**config.mk**
```make
export PLATFORM = sky130hd
export DESIGN_NAME = inst_fetch_queue_flat
export DESIGN_NICKNAME = d
export VERILOG_FILES = /design/src/rtl/inst_fetch_queue_pkg.sv /design/src/rtl/inst_fetch_queue_if.sv /design/src/rtl/inst_fetch_queue_lane_rotate.sv /design/src/rtl/inst_fetch_queue.sv /design/src/flat_wrapper.sv
export SDC_FILE = /design/constraint.sdc
export NUM_CORES = 2
export LEC_CHECK = 0
export BUFFER_PORTS_ARGS = -buffer_cell sky130_fd_sc_hd__clkbuf_2
export CAP_MARGIN = 40
export CORE_MARGIN = 5
export CORE_UTILIZATION = 40
export CTS_BUF_LIST = sky130_fd_sc_hd__clkbuf_16
export DETAILED_ROUTE_END_ITERATION = 8
export GPL_TIMING_DRIVEN = 0
export PLACE_DENSITY_LB_ADDON = 0.12
export SLEW_MARGIN = 20
export SYNTH_ARGS = -nofsm -noshare
export SYNTH_HDL_FRONTEND = slang
export SYNTH_SLANG_ARGS = --single-unit
```
**constraint.sdc**
```tcl
create_clock -name clk -period 16.95 [get_ports clk]
set_clock_uncertainty 0.15 [all_clocks]
set_input_delay 4.2375 -clock clk [delete_from_list [all_inputs] [get_ports clk]]
set_output_delay 4.2375 -clock clk [all_outputs]
set_load 0.005 [all_outputs]
```
**src/rtl/inst_fetch_queue_pkg.sv**
```systemverilog
// rtl/inst_fetch_queue_pkg.sv - shared widths, entry layout and helpers for the instruction fetch queue
package inst_fetch_queue_pkg;

  localparam int ALL_CHECKPOINT_LEN = 8;
  localparam int EXCCODE_LEN        = 5;

  // One queue entry: a single instruction with its prediction and fetch-exception info.
  typedef struct packed {
    logic [31:0]                   inst;
    logic [31:0]                   pc;
    logic [31:0]                   dest;
    logic                          take;
    logic [ALL_CHECKPOINT_LEN-1:0] info;
    logic                          has_exc;
    logic                          is_refill;
    logic [EXCCODE_LEN-1:0]        exc_code;
  } ifq_entry_t;

  localparam int IFQ_ENTRY_LEN = $bits(ifq_entry_t);

  // Lane k of a fetch group sits k words after the group base PC.
  function automatic logic [31:0] lane_pc(input logic [31:0] base, input int k);
    return base + 32'(4 * k);
  endfunction

endpackage

```
**src/rtl/inst_fetch_queue_if.sv**
```systemverilog
// rtl/inst_fetch_queue_if.sv - IF/decode/repair signal bundle of the instruction fetch queue
interface inst_fetch_queue_if;
  import inst_fetch_queue_pkg::*;

  logic                            SBA_flush_w_i;
  logic                            IF_valid_i;
  logic [2:0]                      IF_instNum_i;
  logic [127:0]                    IF_inst_p_i;
  logic [31:0]                     IF_instBasePC_i;
  logic [3:0]                      IF_predTake_p_i;
  logic [127:0]                    IF_predDest_p_i;
  logic [4*ALL_CHECKPOINT_LEN-1:0] IF_predInfo_p_i;
  logic                            IF_hasException_i;
  logic                            IF_isRefill_i;
  logic [EXCCODE_LEN-1:0]          IF_ExcCode_i;
  logic                            IQ_ready_o;
  logic [1:0]                      ID_popNum_i;
  logic [1:0]                      IQ_valid_o;
  logic [63:0]                     IQ_inst_p_o;
  logic [63:0]                     IQ_PC_p_o;
  logic [63:0]                     IQ_predDest_p_o;
  logic [1:0]                      IQ_predTake_p_o;
  logic [2*ALL_CHECKPOINT_LEN-1:0] IQ_predInfo_p_o;
  logic [1:0]                      IQ_hasException_o;
  logic [1:0]                      IQ_isRefill_o;
  logic [2*EXCCODE_LEN-1:0]        IQ_ExcCode_p_o;

  modport master (
    output SBA_flush_w_i, IF_valid_i, IF_instNum_i, IF_inst_p_i, IF_instBasePC_i,
           IF_predTake_p_i, IF_predDest_p_i, IF_predInfo_p_i, IF_hasException_i,
           IF_isRefill_i, IF_ExcCode_i, ID_popNum_i,
    input  IQ_ready_o, IQ_valid_o, IQ_inst_p_o, IQ_PC_p_o, IQ_predDest_p_o,
           IQ_predTake_p_o, IQ_predInfo_p_o, IQ_hasException_o, IQ_isRefill_o, IQ_ExcCode_p_o
  );

  modport slave (
    input  SBA_flush_w_i, IF_valid_i, IF_instNum_i, IF_inst_p_i, IF_instBasePC_i,
           IF_predTake_p_i, IF_predDest_p_i, IF_predInfo_p_i, IF_hasException_i,
           IF_isRefill_i, IF_ExcCode_i, ID_popNum_i,
    output IQ_ready_o, IQ_valid_o, IQ_inst_p_o, IQ_PC_p_o, IQ_predDest_p_o,
           IQ_predTake_p_o, IQ_predInfo_p_o, IQ_hasException_o, IQ_isRefill_o, IQ_ExcCode_p_o
  );

endinterface

```
**src/rtl/inst_fetch_queue_lane_rotate.sv**
```systemverilog
// rtl/inst_fetch_queue_lane_rotate.sv - spreads the 4 fetch lanes onto circular-buffer entries starting at wp
module ifq_lane_rotate
  import inst_fetch_queue_pkg::*;
#(
  parameter int DEPTH   = 16,
  parameter int PTR_LEN = $clog2(DEPTH)
) (
  input  logic                     push,
  input  logic [PTR_LEN-1:0]       wp,
  input  logic [2:0]               inst_num,
  input  ifq_entry_t [3:0]         lanes,
  output logic [DEPTH-1:0]         we,
  output ifq_entry_t [DEPTH-1:0]   wdata
);

  // Entry e receives lane (e - wp) mod DEPTH when that lane is part of the group;
  // the modular distance keeps program order across the DEPTH-1 -> 0 wrap.
  for (genvar e = 0; e < DEPTH; e++) begin : g_entry
    logic [PTR_LEN-1:0] ofs;
    assign ofs      = PTR_LEN'(e) - wp;
    assign we[e]    = push && (32'(ofs) < 32'(inst_num));
    assign wdata[e] = lanes[ofs[1:0]];
  end

endmodule

```
**src/rtl/inst_fetch_queue.sv**
```systemverilog
// rtl/inst_fetch_queue.sv - IF-to-decode instruction queue; IFQ_PERF_CNT_EN adds full/empty cycle counters
module inst_fetch_queue
  import inst_fetch_queue_pkg::*;
#(
  parameter int DEPTH = 16
) (
  input  logic               clk,
  input  logic               rst,
  inst_fetch_queue_if.slave  bus
`ifdef IFQ_PERF_CNT_EN
  ,
  output logic [31:0]        IQ_fullCycles_o,
  output logic [31:0]        IQ_emptyCycles_o
`endif
);

  localparam int PTR_LEN = $clog2(DEPTH);

  logic [PTR_LEN-1:0]     rp, wp, rp_plus1;
  logic [PTR_LEN:0]       count;
  logic                   ready, push;
  logic [2:0]             push_num;
  logic [1:0]             pop_num;
  ifq_entry_t             mem [DEPTH];
  ifq_entry_t [3:0]       lanes;
  logic [DEPTH-1:0]       we;
  ifq_entry_t [DEPTH-1:0] wdata;
  ifq_entry_t             s0, s1;

  assign ready    = (count <= (PTR_LEN+1)'(DEPTH - 4));
  assign push     = bus.IF_valid_i && ready && !bus.SBA_flush_w_i;
  assign push_num = push ? bus.IF_instNum_i : 3'd0;
  assign rp_plus1 = rp + 1'b1;

  // Decode can never consume more than the queue holds.
  always_comb begin
    pop_num = bus.ID_popNum_i;
    if (count < (PTR_LEN+1)'(bus.ID_popNum_i)) pop_num = count[1:0];
  end

  // Unpack the flat IF buses into per-lane entries, replicating group exception info.
  always_comb begin
    lanes = '0;
    for (int k = 0; k < 4; k++) begin
      lanes[k].inst      = bus.IF_inst_p_i[32*k +: 32];
      lanes[k].pc        = lane_pc(bus.IF_instBasePC_i, k);
      lanes[k].dest      = bus.IF_predDest_p_i[32*k +: 32];
      lanes[k].take      = bus.IF_predTake_p_i[k];
      lanes[k].info      = bus.IF_predInfo_p_i[ALL_CHECKPOINT_LEN*k +: ALL_CHECKPOINT_LEN];
      lanes[k].has_exc   = bus.IF_hasException_i;
      lanes[k].is_refill = bus.IF_isRefill_i;
      lanes[k].exc_code  = bus.IF_ExcCode_i;
    end
  end

  ifq_lane_rotate #(.DEPTH(DEPTH), .PTR_LEN(PTR_LEN)) u_rotate (
    .push     (push),
    .wp       (wp),
    .inst_num (bus.IF_instNum_i),
    .lanes    (lanes),
    .we       (we),
    .wdata    (wdata)
  );

  // Pointer and occupancy update; a repair flush discards same-cycle push and pop.
  always_ff @(posedge clk) begin
    if (rst || bus.SBA_flush_w_i) begin
      rp    <= '0;
      wp    <= '0;
      count <= '0;
    end else begin
      rp    <= rp + PTR_LEN'(pop_num);
      wp    <= wp + PTR_LEN'(push_num);
      count <= count + (PTR_LEN+1)'(push_num) - (PTR_LEN+1)'(pop_num);
    end
  end

  // Entry storage; contents need no reset since only counted entries are ever shown.
  always_ff @(posedge clk) begin
    for (int i = 0; i < DEPTH; i++) begin
      if (we[i]) mem[i] <= wdata[i];
    end
  end

  // Present the two oldest entries; empty slots read as zero.
  always_comb begin
    s0 = (count >= (PTR_LEN+1)'(1)) ? mem[rp]       : '0;
    s1 = (count >= (PTR_LEN+1)'(2)) ? mem[rp_plus1] : '0;
    bus.IQ_ready_o        = ready;
    bus.IQ_valid_o        = {count >= (PTR_LEN+1)'(2), count >= (PTR_LEN+1)'(1)};
    bus.IQ_inst_p_o       = {s1.inst, s0.inst};
    bus.IQ_PC_p_o         = {s1.pc, s0.pc};
    bus.IQ_predDest_p_o   = {s1.dest, s0.dest};
    bus.IQ_predTake_p_o   = {s1.take, s0.take};
    bus.IQ_predInfo_p_o   = {s1.info, s0.info};
    bus.IQ_hasException_o = {s1.has_exc, s0.has_exc};
    bus.IQ_isRefill_o     = {s1.is_refill, s0.is_refill};
    bus.IQ_ExcCode_p_o    = {s1.exc_code, s0.exc_code};
  end

  // Flag IF writing into a full queue and decode over-popping (simulation only).
  always_ff @(posedge clk) begin
    if (!rst) begin
      assert (!(bus.IF_valid_i && !ready))
        else $warning("IF group dropped while queue not ready");
      assert (32'(bus.ID_popNum_i) <= 32'(count))
        else $warning("decode pop exceeds queue occupancy");
    end
  end

`ifdef IFQ_PERF_CNT_EN
  logic [31:0] full_cycles, empty_cycles;

  // Saturating occupancy statistics; only reset clears them, a flush does not.
  always_ff @(posedge clk) begin
    if (rst) begin
      full_cycles  <= '0;
      empty_cycles <= '0;
    end else begin
      if (!ready && full_cycles != '1) full_cycles <= full_cycles + 32'd1;
      if (count == '0 && empty_cycles != '1) empty_cycles <= empty_cycles + 32'd1;
    end
  end

  assign IQ_fullCycles_o  = full_cycles;
  assign IQ_emptyCycles_o = empty_cycles;
`endif

endmodule

```
**src/flat_wrapper.sv**
```systemverilog
// flat-port wrapper written by rule: the top's interface ports become plain ports
module inst_fetch_queue_flat import inst_fetch_queue_pkg::*;
#(
  parameter int DEPTH = 16
)
  (clk, rst, bus_SBA_flush_w_i, bus_IF_valid_i, bus_IF_instNum_i, bus_IF_inst_p_i, bus_IF_instBasePC_i, bus_IF_predTake_p_i, bus_IF_predDest_p_i, bus_IF_predInfo_p_i, bus_IF_hasException_i, bus_IF_isRefill_i, bus_IF_ExcCode_i, bus_ID_popNum_i, bus_IQ_ready_o, bus_IQ_valid_o, bus_IQ_inst_p_o, bus_IQ_PC_p_o, bus_IQ_predDest_p_o, bus_IQ_predTake_p_o, bus_IQ_predInfo_p_o, bus_IQ_hasException_o, bus_IQ_isRefill_o, bus_IQ_ExcCode_p_o);
  inst_fetch_queue_if bus_i ();
  input  logic clk;
  input  logic rst;
  input wire logic [$bits(bus_i.SBA_flush_w_i)-1:0] bus_SBA_flush_w_i;
  input wire logic [$bits(bus_i.IF_valid_i)-1:0] bus_IF_valid_i;
  input wire logic [$bits(bus_i.IF_instNum_i)-1:0] bus_IF_instNum_i;
  input wire logic [$bits(bus_i.IF_inst_p_i)-1:0] bus_IF_inst_p_i;
  input wire logic [$bits(bus_i.IF_instBasePC_i)-1:0] bus_IF_instBasePC_i;
  input wire logic [$bits(bus_i.IF_predTake_p_i)-1:0] bus_IF_predTake_p_i;
  input wire logic [$bits(bus_i.IF_predDest_p_i)-1:0] bus_IF_predDest_p_i;
  input wire logic [$bits(bus_i.IF_predInfo_p_i)-1:0] bus_IF_predInfo_p_i;
  input wire logic [$bits(bus_i.IF_hasException_i)-1:0] bus_IF_hasException_i;
  input wire logic [$bits(bus_i.IF_isRefill_i)-1:0] bus_IF_isRefill_i;
  input wire logic [$bits(bus_i.IF_ExcCode_i)-1:0] bus_IF_ExcCode_i;
  input wire logic [$bits(bus_i.ID_popNum_i)-1:0] bus_ID_popNum_i;
  output wire logic [$bits(bus_i.IQ_ready_o)-1:0] bus_IQ_ready_o;
  output wire logic [$bits(bus_i.IQ_valid_o)-1:0] bus_IQ_valid_o;
  output wire logic [$bits(bus_i.IQ_inst_p_o)-1:0] bus_IQ_inst_p_o;
  output wire logic [$bits(bus_i.IQ_PC_p_o)-1:0] bus_IQ_PC_p_o;
  output wire logic [$bits(bus_i.IQ_predDest_p_o)-1:0] bus_IQ_predDest_p_o;
  output wire logic [$bits(bus_i.IQ_predTake_p_o)-1:0] bus_IQ_predTake_p_o;
  output wire logic [$bits(bus_i.IQ_predInfo_p_o)-1:0] bus_IQ_predInfo_p_o;
  output wire logic [$bits(bus_i.IQ_hasException_o)-1:0] bus_IQ_hasException_o;
  output wire logic [$bits(bus_i.IQ_isRefill_o)-1:0] bus_IQ_isRefill_o;
  output wire logic [$bits(bus_i.IQ_ExcCode_p_o)-1:0] bus_IQ_ExcCode_p_o;
  assign bus_i.SBA_flush_w_i = bus_SBA_flush_w_i;
  assign bus_i.IF_valid_i = bus_IF_valid_i;
  assign bus_i.IF_instNum_i = bus_IF_instNum_i;
  assign bus_i.IF_inst_p_i = bus_IF_inst_p_i;
  assign bus_i.IF_instBasePC_i = bus_IF_instBasePC_i;
  assign bus_i.IF_predTake_p_i = bus_IF_predTake_p_i;
  assign bus_i.IF_predDest_p_i = bus_IF_predDest_p_i;
  assign bus_i.IF_predInfo_p_i = bus_IF_predInfo_p_i;
  assign bus_i.IF_hasException_i = bus_IF_hasException_i;
  assign bus_i.IF_isRefill_i = bus_IF_isRefill_i;
  assign bus_i.IF_ExcCode_i = bus_IF_ExcCode_i;
  assign bus_i.ID_popNum_i = bus_ID_popNum_i;
  assign bus_IQ_ready_o = bus_i.IQ_ready_o;
  assign bus_IQ_valid_o = bus_i.IQ_valid_o;
  assign bus_IQ_inst_p_o = bus_i.IQ_inst_p_o;
  assign bus_IQ_PC_p_o = bus_i.IQ_PC_p_o;
  assign bus_IQ_predDest_p_o = bus_i.IQ_predDest_p_o;
  assign bus_IQ_predTake_p_o = bus_i.IQ_predTake_p_o;
  assign bus_IQ_predInfo_p_o = bus_i.IQ_predInfo_p_o;
  assign bus_IQ_hasException_o = bus_i.IQ_hasException_o;
  assign bus_IQ_isRefill_o = bus_i.IQ_isRefill_o;
  assign bus_IQ_ExcCode_p_o = bus_i.IQ_ExcCode_p_o;
  inst_fetch_queue #(.DEPTH(DEPTH)) u_core (.clk(clk), .rst(rst), .bus(bus_i));
endmodule
```
# After elaboration in Yosys (flattened, before gate mapping)
# Memories as Yosys holds them, arrays and structs flattened. A register that Yosys moved wholly into a read port is not among the register bits.
# Cells that the tools add are included.
# classes
bitwise	0
n_mux	90
div	0
n_mul	0
reduce_logical	27
add_sub_neg	24
n_eq_ne	0
shifts	0
n_lt_le_gt_ge	36
# op_table
op	n
$bmux W112 S2	16
$mux W112	25
$reduce_or A112 Y1	7
$add A32 B4 Y32 const B	2
$lt A4 B3 Y1	16
$lt A2 B3 Y1 const B	16
$mux W1	39
$add A32 B3 Y32 const B	1
$mux W4	8
$sub A4 B4 Y4 const A	8
$logic_and A1 B1 Y1	18
$sub A3 B4 Y4 const A	4
$sub A1 B4 Y4 const A	2
$sub A2 B4 Y4 const A	2
$add A5 B3 Y5	1
$ge A5 B1 Y1 const B	1
$ge A5 B2 Y1 const B	1
$le A5 B4 Y1 const B	1
$lt A5 B2 Y1	1
$sub A5 B2 Y5	1
$add A4 B1 Y4 const B	1
$add A4 B2 Y4	1
$add A4 B3 Y4	1
$mux W3	1
3 further kinds	3
# word_totals
output_inout_bits	227
word_cells	181
register_bits	13
latch_bits	0
ramBits	1792
input_bits	340
n_memories	1
rom_bits	0
# memory_table
memory	words	width	read_ports	rd_ports_with_merged_regs	write_ports	line	text
u_core.mem	16	112	2	1	9	inst_fetch_queue.sv:24	ifq_entry_t mem [DEPTH];

# Logic depth before layout (Yosys ltp)
# depth
word_depth	8
mapped_depth	16
mapped_depth_nobuf	16

# By module
# A second synthesis with hierarchy kept.
# hier_totals
hier_cells	6269
hier_area_um2	105571.3
# modules_own_cells
mod	area_each_um2	instances	seq_area_each_um2	cells_per_inst
inst_fetch_queue	83888.0	1	54071.9	4286
ifq_lane_rotate	21683.3	1	0.0	1983

# Worst setup path after synthesis
# OpenSTA, ideal clock, no wires.
# synth_path
kind	input to register
start	in bus_IF_instNum_i[1]
end	mem u_core.mem[10][0] (netlist name) (enable)
setup_time_ps	743
setup_slack_ps	3005
required_ps	16057
n_path_buf	0
path_stages	5
t_arrival_ps	13052
path_cell_list	inv_1 -> ha_1 -> a21o_1 -> a21oi_1 -> nor3b_1
# synth_rtl
element	line	text
start: declaration	flat_wrapper.sv:12	input wire logic [$bits(bus_i.IF_instNum_i)-1:0] bus_IF_instNum_i;
end: declaration	inst_fetch_queue.sv:24	

# Worst setup path after layout
# layout_path
start	reg u_core.rp[0]
end	out bus_IQ_PC_p_o[35]
# layout_via
elab_chain_cells	3
# layout_lines
element	line	text
start: declaration	inst_fetch_queue.sv:19	logic [PTR_LEN-1:0] rp, wp, rp_plus1;
start signal: assignment	inst_fetch_queue.sv:72	rp <= rp + PTR_LEN'(pop_num);
$add A4 B1 Y4	inst_fetch_queue.sv:33	assign rp_plus1 = rp + 1'b1;
$mem_v2 Z16 W112	-	
$mux W112	inst_fetch_queue.sv:88	s1 = (count >= (PTR_LEN+1)'(2)) ? mem[rp_plus1] : '0;
end: declaration	flat_wrapper.sv:25	output wire logic [$bits(bus_i.IQ_PC_p_o)-1:0] bus_IQ_PC_p_o;
# No other way between the ends.

==> run_results.csv <==
group,metric,value,unit
cts,ctsHoldBuffers,0,
synthesis,synthSimpleGateAreaFrac,1.48,%
critical_path,crit_start,"u_core.rp[0]",
timing,slew_viol_final,0,
critical_path,critPathArrivalTime,4.65,ns
critical_path,ff2ff_path_depth,17,
critical_path,r2r_slack,11.46,ns
run_status,status,"complete, no violations",
critical_path,path_class,"reg2out",
layout,fin_util,48.0,%
cts,cts_max_level,4,
cts,postCtsSetupBuffers,0,
cts,clockBufferDepth,3,
cts,path_clk_slew,0.05,ns
timing,timing.slew.headroom,33.3,%
floorplan,die_h,491,um
timing,finalCriticalPeriod,9.04,ns
drt,wl,389000,um
timing,setup_viol,0,
drt,wl_per_cell,43.4,um
drt,first_pass_iters,6,
synthesis,syn_avg_cell_area,19.9,um2
drt,drc_errors,0,
cts,clock_sinks,1805,
synthesis,ys.flop_type,"edfxtp_1",
synthesis,synthMuxAreaShare,33.9,%
cts,numCtsBuffers,195,
timing,hold_ws,0.465,ns
synthesis,synth_edf_count,1792,
drt,first_iter_violations,8599,
power,combPwrFrac,36.2,%
layout,fin_nets,6098,
synthesis,synth_seq_cells,1805,
synthesis,synthDistinctLibCells,67,
timing,max_freq,111,MHz
power,clock_power_share,28.4,%
floorplan,start_util,40.2,%
floorplan,rows,176,
placement,place_inst,8540,
layout,final_cell_count_no_fill,8965,
layout,fillCellCount,19300,
critical_path,crit_path_start_kind,"flop",
placement,place_congestion,0.852,
floorplan,die-area,241000,um2
placement,hpwl,282000,um
synthesis,syn-num-nets,5027,
power,irDropWorstVdd,100,uV
floorplan,die_w,491,um
worst_hold_path,hp-start,"u_core.rp[3]",
timing,hold_viol,0,
synthesis,synth_fa_ha_area_share,0.571,%
critical_path,path_max_fanout,13,
critical_path,rr_startpoint,"u_core.wp[1]",
drt,ant_nets,0,
power,switching_share,34.2,%
cts,clk_latency,0.87,ns
placement,io_buffers,542,
floorplan,num_io_pins,567,
synthesis,ys_seq_area_share,58.5,%
layout,layout-drive-gt1-share,45.0,%
power,switchingPower,0.00508,W
synthesis,synth_compound_area_share,2.20,%
critical_path,timing.rr.end,"u_core.mem[10][14]",
drt,vias_per_cell,6.75,
power,powerDensity,134,nW/um2
power,p_leak,34.7,nW
synthesis,synthXorXnorAreaFrac,1.24,%
power,p_seq_share,35.5,%
global_route,grt_max_degree,32,
synthesis,netlist_area,92400,um2
cts,clock-root-buffer,"clkbuf_16",
power,power.internal,0.00977,W
global_route,grt_pass1_vias,60600,
timing,worstMarginPinSlew,0.994,ns
synthesis,syn-instance-count,4646,
critical_path,endpoint_kind,"output port",
global_route,grt_pass1_wl,523000,um
worst_hold_path,min_to,"u_core.rp[3]",
synthesis,async_flop_share,0,%
layout,area_growth,19.4,%
cts,postCtsResizedCells,0,
synthesis,yosys_warnings,0,
worst_hold_path,min_path_type,"reg2reg",
run,cap_violations,0,
global_route,grt_use_total,31.7,%
cts,tritoncts,"done",
critical_path,required,12.56,ns
timing,post-route-period-util,53.3,%
synthesis,synth_top_family_by_area,"multiplexers",
global_route,antenna_found_initial,78,
worst_hold_path,min_path_cells,2,
drt,vias,60500,
global_route,grt-ovfl-total,0,
floorplan,core,230000,um2
timing,rsz0062_at_grt,"no",
==> critical path: stages (launching register included) <==
cell and delay [ns]:
dfxtp_1 0.38, buf_2 0.18, buf_2 0.54, buf_2 0.72, buf_1 0.70, mux4_2 0.34
mux2i_1 0.09, o22ai_1 0.57, clkbuf_2 0.23
==> layout make-up <==
class	count	area, um2	share of cell area (%)
diodes	65	163	0.147
plain buffers	411	1870	1.70
clock buffers	198	4950	4.49
clock inverters	156	1240	1.12
inverters	37	139	0.126
multi-input cells	2393	36600	33.1
flip-flops and latches	1805	54100	49.0
well taps	3026	3790	3.43
repair buffers	874	7620	6.91
==> metrics by stage <==
step | total power, W | TNS, ns | cell area [um2] | worst slack, ns
finish | 0.0148 | 0 | 110000 | 7.91
CTS | 0.0149 | 0 | 110000 | 8.03
floorplan | 0.00815 | 0 | 92400 | 3.00
detailed placement | 0.0107 | 0 | 104000 | 8.96
global placement | 0.0105 | -7906.52 | 98900 | -13.32
global route | 0.0153 | 0 | 110000 | 7.88
==> registers in the layout, summed over array words and instances (netlist names) <==
name,flops
u_core.count,5
u_core.mem,1792
u_core.rp,4
u_core.wp,4
==> power by group through the flow <==
stage / clock [W] / sequential [W] / combinational [W]
6_report: 0.00421 / 0.00527 / 0.00537
3_3_place_gp: 0 / 0.00544 / 0.00502
3_5_place_dp: 0 / 0.00535 / 0.00533
4_1_cts: 0.00425 / 0.00526 / 0.00535
2_1_floorplan: 0 / 0.00535 / 0.00279
5_1_grt: 0.00444 / 0.00528 / 0.00556
==> worst max path at each step <==
stage,end,slack [ns],cells past startpoint
global placement,u_core.mem[12][39],-13.32,4
global route,bus_IQ_PC_p_o[41],7.88,8
finish,bus_IQ_PC_p_o[35],7.91,8
detailed placement,bus_IQ_PC_p_o[35],8.96,8
floorplan,u_core.mem[10][0],3.00,5
CTS,bus_IQ_PC_p_o[35],8.03,8
==> metal layers <==
layer | vias to the layer above | global-route usage (%) | part of all wire, %
li1 | 22600 | - | -
met1 | 32600 | 42.2 | 38
met2 | 4469 | 48.7 | 46
met3 | 809 | 8.08 | 11
met4 | 24 | 16.1 | 5.6
met5 | - | 0 | 0.039
==> placed cells by master (no fill, tap or decap), drive strengths merged, types with 8 or more instances in the layout <==
master and n:
nand2 99, nand2b 13, xor2 43, edfxtp 1792, dfxtp 13, nor2b 8
nand3 21, and2 11, diode 65, nor3 13, inv 83, xnor2 88
o22ai 237, a21oi 38, bufinv 18, mux4 1188, nor2 30, a31oi 8
nand4 9, buf 614, clkbuf 869, ha 39, clkinv 86, mux2i 457
and3 16
==> cells by family after synthesis <==
logic type               count (synthesis)
XOR/XNOR                               131
flip-flops                            1805
AND/OR/NAND/NOR                        256
AO/OA/AOI/OAI                          319
multiplexers                          1646
adder cells (fa/ha/maj)                 41
buffers and inverters                  448
==> cells in the mapped netlist, drive strengths merged (11+ instances only) <==
library cell / instances / area, um2
a21oi: 38 / 190
and2: 11 / 68.8
and3: 16 / 100
buf: 283 / 1340
clkbuf: 128 / 487
dfxtp: 13 / 260
edfxtp: 1792 / 53800
ha: 39 / 488
inv: 36 / 135
mux2i: 457 / 4570
mux4: 1188 / 26800
nand2: 99 / 372
nand2b: 13 / 81.3
nand3: 21 / 110
nor2: 30 / 113
nor3: 13 / 86.3
o22ai: 237 / 1500
xnor2: 88 / 771
xor2: 43 / 377
(Power assumes the default switching activity.)
